==> config.mk <==
export PLATFORM = sky130hd
export DESIGN_NAME = depth_pixel_sink
export DESIGN_NICKNAME = d
export VERILOG_FILES = /design/src/rtl/depth_pixel_sink.sv
export SDC_FILE = /design/constraint.sdc
export NUM_CORES = 1
export LEC_CHECK = 0
export CAP_MARGIN = 10
export CORE_MARGIN = 1
export CORE_UTILIZATION = 45
export DETAILED_ROUTE_END_ITERATION = 6
export GPL_ROUTABILITY_DRIVEN = 0
export GPL_TIMING_DRIVEN = 1
export PLACE_DENSITY = 0.82
export SLEW_MARGIN = 5
export SYNTH_ARGS = -nofsm -noshare
export SYNTH_HDL_FRONTEND = slang
export SYNTH_SLANG_ARGS = --single-unit
export TNS_END_PERCENT = 30
==> constraint.sdc <==
create_clock -name clk -period 19.55 [get_ports clk]
set_input_delay 3.91 -clock clk [delete_from_list [all_inputs] [get_ports clk]]
set_output_delay 3.91 -clock clk [all_outputs]
set_load 0.005 [all_outputs]
==> src/rtl/depth_pixel_sink.sv <==
// depth_pixel_sink: pixel stream sink running a 3-stage depth test against a
// 1-cycle-latency depth RAM, committing passing pixels to depth and colour RAMs.
module depth_pixel_sink #(
  parameter int WIDTH  = 320,
  parameter int HEIGHT = 240,
  parameter int ADDR_W = 17
) (
  input  logic              clk,
  input  logic              rst,
  input  logic              begin_frame,
  input  logic [15:0]       in_pixel_x,
  input  logic [15:0]       in_pixel_y,
  input  logic [31:0]       in_depth,
  input  logic [11:0]       in_color,
  input  logic              in_compare_depth,
  input  logic              in_valid,
  output logic              in_ready,
  output logic              depth_rd_en,
  output logic [ADDR_W-1:0] depth_rd_addr,
  input  logic [31:0]       depth_rd_data,
  output logic              depth_wr_en,
  output logic [ADDR_W-1:0] depth_wr_addr,
  output logic [31:0]       depth_wr_data,
  output logic              fb_wr_en,
  output logic [ADDR_W-1:0] fb_wr_addr,
  output logic [11:0]       fb_wr_data,
  output logic [31:0]       pass_count,
  output logic [31:0]       fail_count,
  output logic [31:0]       drop_count,
  output logic              busy
);
  logic              in_range, hazard, accept, load, pass;
  logic [ADDR_W-1:0] addr;
  logic              s1_v, s1_cmp, s2_v, s2_cmp, s3_v, s3_we;
  logic [ADDR_W-1:0] s1_addr, s2_addr, s3_addr;
  logic [31:0]       s1_depth, s2_depth, s3_depth;
  logic [11:0]       s1_color, s2_color, s3_color;

  assign in_range = in_pixel_x < 16'(WIDTH) && in_pixel_y < 16'(HEIGHT);
  assign addr     = ADDR_W'(in_pixel_y) * ADDR_W'(WIDTH) + ADDR_W'(in_pixel_x);
  // Stalling on any in-flight match keeps every read strictly after the prior write.
  assign hazard   = in_range && ((s1_v && s1_addr == addr) || (s2_v && s2_addr == addr) ||
                                 (s3_v && s3_addr == addr));
  assign in_ready = !rst && !hazard;
  assign accept   = in_valid && in_ready;
  assign load     = accept && in_range;
  assign pass     = !s2_cmp || $signed(s2_depth) < $signed(depth_rd_data);

  assign depth_rd_en   = s1_v && s1_cmp;
  assign depth_rd_addr = s1_addr;
  assign depth_wr_en   = s3_we;
  assign depth_wr_addr = s3_addr;
  assign depth_wr_data = s3_depth;
  assign fb_wr_en      = s3_we;
  assign fb_wr_addr    = s3_addr;
  assign fb_wr_data    = s3_color;
  assign busy          = s1_v || s2_v || s3_v;

  always_ff @(posedge clk or posedge rst) begin
    if (rst) begin
      {s1_v, s1_cmp, s2_v, s2_cmp, s3_v, s3_we} <= '0;
      {s1_addr, s2_addr, s3_addr}               <= '0;
      {s1_depth, s2_depth, s3_depth}            <= '0;
      {s1_color, s2_color, s3_color}            <= '0;
      {pass_count, fail_count, drop_count}      <= '0;
    end else begin
      s1_v  <= load;
      s2_v  <= s1_v;
      s3_v  <= s2_v;
      s3_we <= s2_v && pass;
      if (load) {s1_cmp, s1_addr, s1_depth, s1_color} <= {in_compare_depth, addr, in_depth, in_color};
      if (s1_v) {s2_cmp, s2_addr, s2_depth, s2_color} <= {s1_cmp, s1_addr, s1_depth, s1_color};
      if (s2_v) {s3_addr, s3_depth, s3_color}         <= {s2_addr, s2_depth, s2_color};
      pass_count <= begin_frame ? '0 : pass_count + 32'(s2_v && pass && !(&pass_count));
      fail_count <= begin_frame ? '0 : fail_count + 32'(s2_v && !pass && !(&fail_count));
      drop_count <= begin_frame ? '0 : drop_count + 32'(accept && !in_range && !(&drop_count));
    end
  end
endmodule

==> results.cfg <==
[global_route]
first_global_vias = 10600
grt_max_degree = 130
grt_pass1_wl_mm = 57.7
antenna_found_initial = 1
gr-total-overflow = 0
grt_use_total_pct = 21.9

[critical_path]
crit_path_start = in_pixel_y[1]
path_class = in -> out
cp_top_family = compound AO/OA/AOI/OAI gates
worstReg2RegStart = s2_depth[25]
end_kind = output port
path_cells = clkdlybuf4s50_1, ha_1, ha_1, fa_1, a21o_1, a21oi_1, xnor2_1, ha_1, a2111oi_1, a211oi_1, a211oi_1, xnor3_1, xor2_1, or3_4, o211ai_1, a21oi_1, clkdlybuf4s50_1
cp.required_ps = 15640
crit_path_start_kind = primary input
path_buf_inv = 2
crit_fanout = 8
arrival_ps = 9140
crit_top_cell = ha_1
slowest_stage = a2111oi_1
cpPeakStageDelay_ps = 520

[yosys]
synth_seq_cells = 285
synthFlopType = dfrtp_1
synth_area_um2 = 14300
ys_seq_area_share_pct = 49.9
synth_cell_types = 56
synthCells = 1203
synth_edf_count = 0
syn_area_per_cell_um2 = 11.9
synth-async-reset-ratio_pct = 100
ys_warn_count = 0
synth_nets = 1380

[cells_and_area]
final_common_cell = clkdlybuf4s50_1
fin_util_pct = 60.1
fillers = 2486
final_cell_mix = clkdlybuf4s50_1, dfrtp_1, mux2_2, nor2_1, xor2_1
design_area_um2 = 18600
syn2layout_area_growth_pct = 30.0
drive_above_1_share_pct = 16.1
nets = 1673

[clock_network]
cts.reportedPaths.clkPinSlew_ps = 60
postCtsSetupRepairBufs = 0
h-tree-depth = 1
clkLatencyLatePin_ps = 560
postCtsHoldBufs = 0
cts_num_sinks = 285
cts_tree = done
numCtsBuffers = 31
cts_resized = 0
root_buffer = clkbuf_16
cts_buffer_depth = 3

[drt]
routed_wl_mm = 35.7
num_vias = 10200
drcViolationCount = 0
first_pass_iters = 5
drtIter0Drc = 453
via_per_inst = 5.34
ant_nets = 0
wire_per_inst_um = 18.6

[pwr]
p_per_area_nw_per_um2 = 70.6
leakagePower_uw = 0.00885
finalPower_uw = 1310
vdd_drop_max_v = 0.0000618

[sta]
period_needed_ps = 13050
clock-skew-final_ps = 11.6
fin_tns_setup_ps = 0
fmax_mhz = 76.6
drv_slew = 0
worst_slack_ps = 6500
grt_setup_unrepaired = no
hold_viol = 0
fin_crit_sh_pct = 66.7
tightest_slew_ps = 1130
setup_viol = 0
relSlewSlack_pct = 24.9

[outcome]
run_status = finished clean

[job]
maxCapViolations = 0

[die]
initial_core_util_pct = 46.2
die_x_um = 180
num_io_pins = 309
std_cell_rows = 64
coreArea_um2 = 30900
die_y_um = 180
die-area_um2 = 32500

[min_path]
min_path_type = reg -> reg
worstHoldStart = s1_depth[31]

[placement]
dp_hpwl_mm = 24.9
port_buffers = 308
dp_slack_ps = 6540
postPlaceCellArea_um2 = 17600
logic make-up (layout without fill, tap and decap cells):
kind of cell               after synthesis  count (layout)  share of synthesized area (%)
muxes                                  185             185                           15.8
adders and majority gates               64              64                           5.71
DFF                                    285             285                           49.9
AOI/OAI and AO/OA                      104             104                           4.89
other                                    0               1                              0
and+or+nand+nor                        324             324                           11.1
buffers and inverters                   98             414                           3.45
xor gates and xnor gates               143             143                           9.06
report_power, final:
| part | internal (µW) | switching, µW | leakage [µW] | total [µW] |
|---|---|---|---|---|
| Clock | 325 | 237 | 0.000502 | 562 |
| Combinational | 69.5 | 89.4 | 0.00439 | 159 |
| Sequential | 590 | 0.406 | 0.00396 | 591 |
| Total | 985 | 327 | 0.00885 | 1310 |
per-stage QoR:
stage	hold WS, ps	instances
floorplan	352	1203
global route	516	1916
detailed placement	481	1859
CTS	494	1915
finish	494	1916
global placement	473	1859
state kept, by name, summed over array words and instances (netlist names):
name           flops
pass_count        32
s2_v               1
s2_addr           17
s1_cmp             1
s2_color          12
depth_wr_en        1
s2_depth          32
s3_v               1
depth_wr_addr     17
s1_v               1
depth_rd_addr     17
s1_color          12
depth_wr_data     32
drop_count        32
fail_count        32
s2_cmp             1
s1_depth          32
fb_wr_data        12
final cells by class:
cell class / instances / area, µm² / share of cell area (%)
Clock buffer: 40 / 870 / 4.68
Timing Repair Buffer: 314 / 3120 / 16.8
Antenna cell: 1 / 2.50 / 0.0135
Clock inverter: 16 / 113 / 0.607
Sequential cell: 285 / 7130 / 38.4
Inverter: 44 / 173 / 0.930
Tap cell: 396 / 495 / 2.67
Multi-Input combinational cell: 820 / 6660 / 35.8
synthesized netlist by cell type, types with 16 or more instances:
cell / number / share of area [%]
ha_1: 62 / 5.4
mux2_2: 125 / 9.9
a21o_1: 21 / 1.1
and3_1: 20 / 0.88
inv_1: 44 / 1.2
nand3_1: 46 / 1.6
nand2_1: 45 / 1.2
xor2_1: 89 / 5.5
or3_1: 16 / 0.70
buf_4: 19 / 1.0
nor2_1: 110 / 2.9
o21ai_0: 18 / 0.63
clkbuf_1: 26 / 0.68
dfrtp_1: 285 / 50
a21oi_1: 29 / 1.0
nand4_1: 34 / 1.5
xnor2_1: 51 / 3.1
mux2_4: 47 / 4.9
final timing paths:
| check | end | slack [ps] | cells after the start |
|---|---|---|---|
| worst max-delay path | in_ready | 6500 | 17 |
| worst max register to register | pass_count[26] | 14850 | 17 |
| worst min-delay path | s1_depth[31] | 490 | 1 |
| min in group asynchronous | drop_count[0] | 3990 | 2 |
| max in group asynchronous | pass_count[14] | 12980 | 4 |
| worst min register to register | s1_depth[31] | 490 | 1 |
layer usage:
metal | track usage [%] | vias to the layer above | part of all wire (%)
li1 | - | 4783 | -
met1 | 29.0 | 5064 | 44
met2 | 36.5 | 322 | 47
met3 | 5.21 | 60 | 6.9
met4 | 5.09 | 0 | 2.2
met5 | 0 | - | 0
Power figures use the tool's default switching activity.
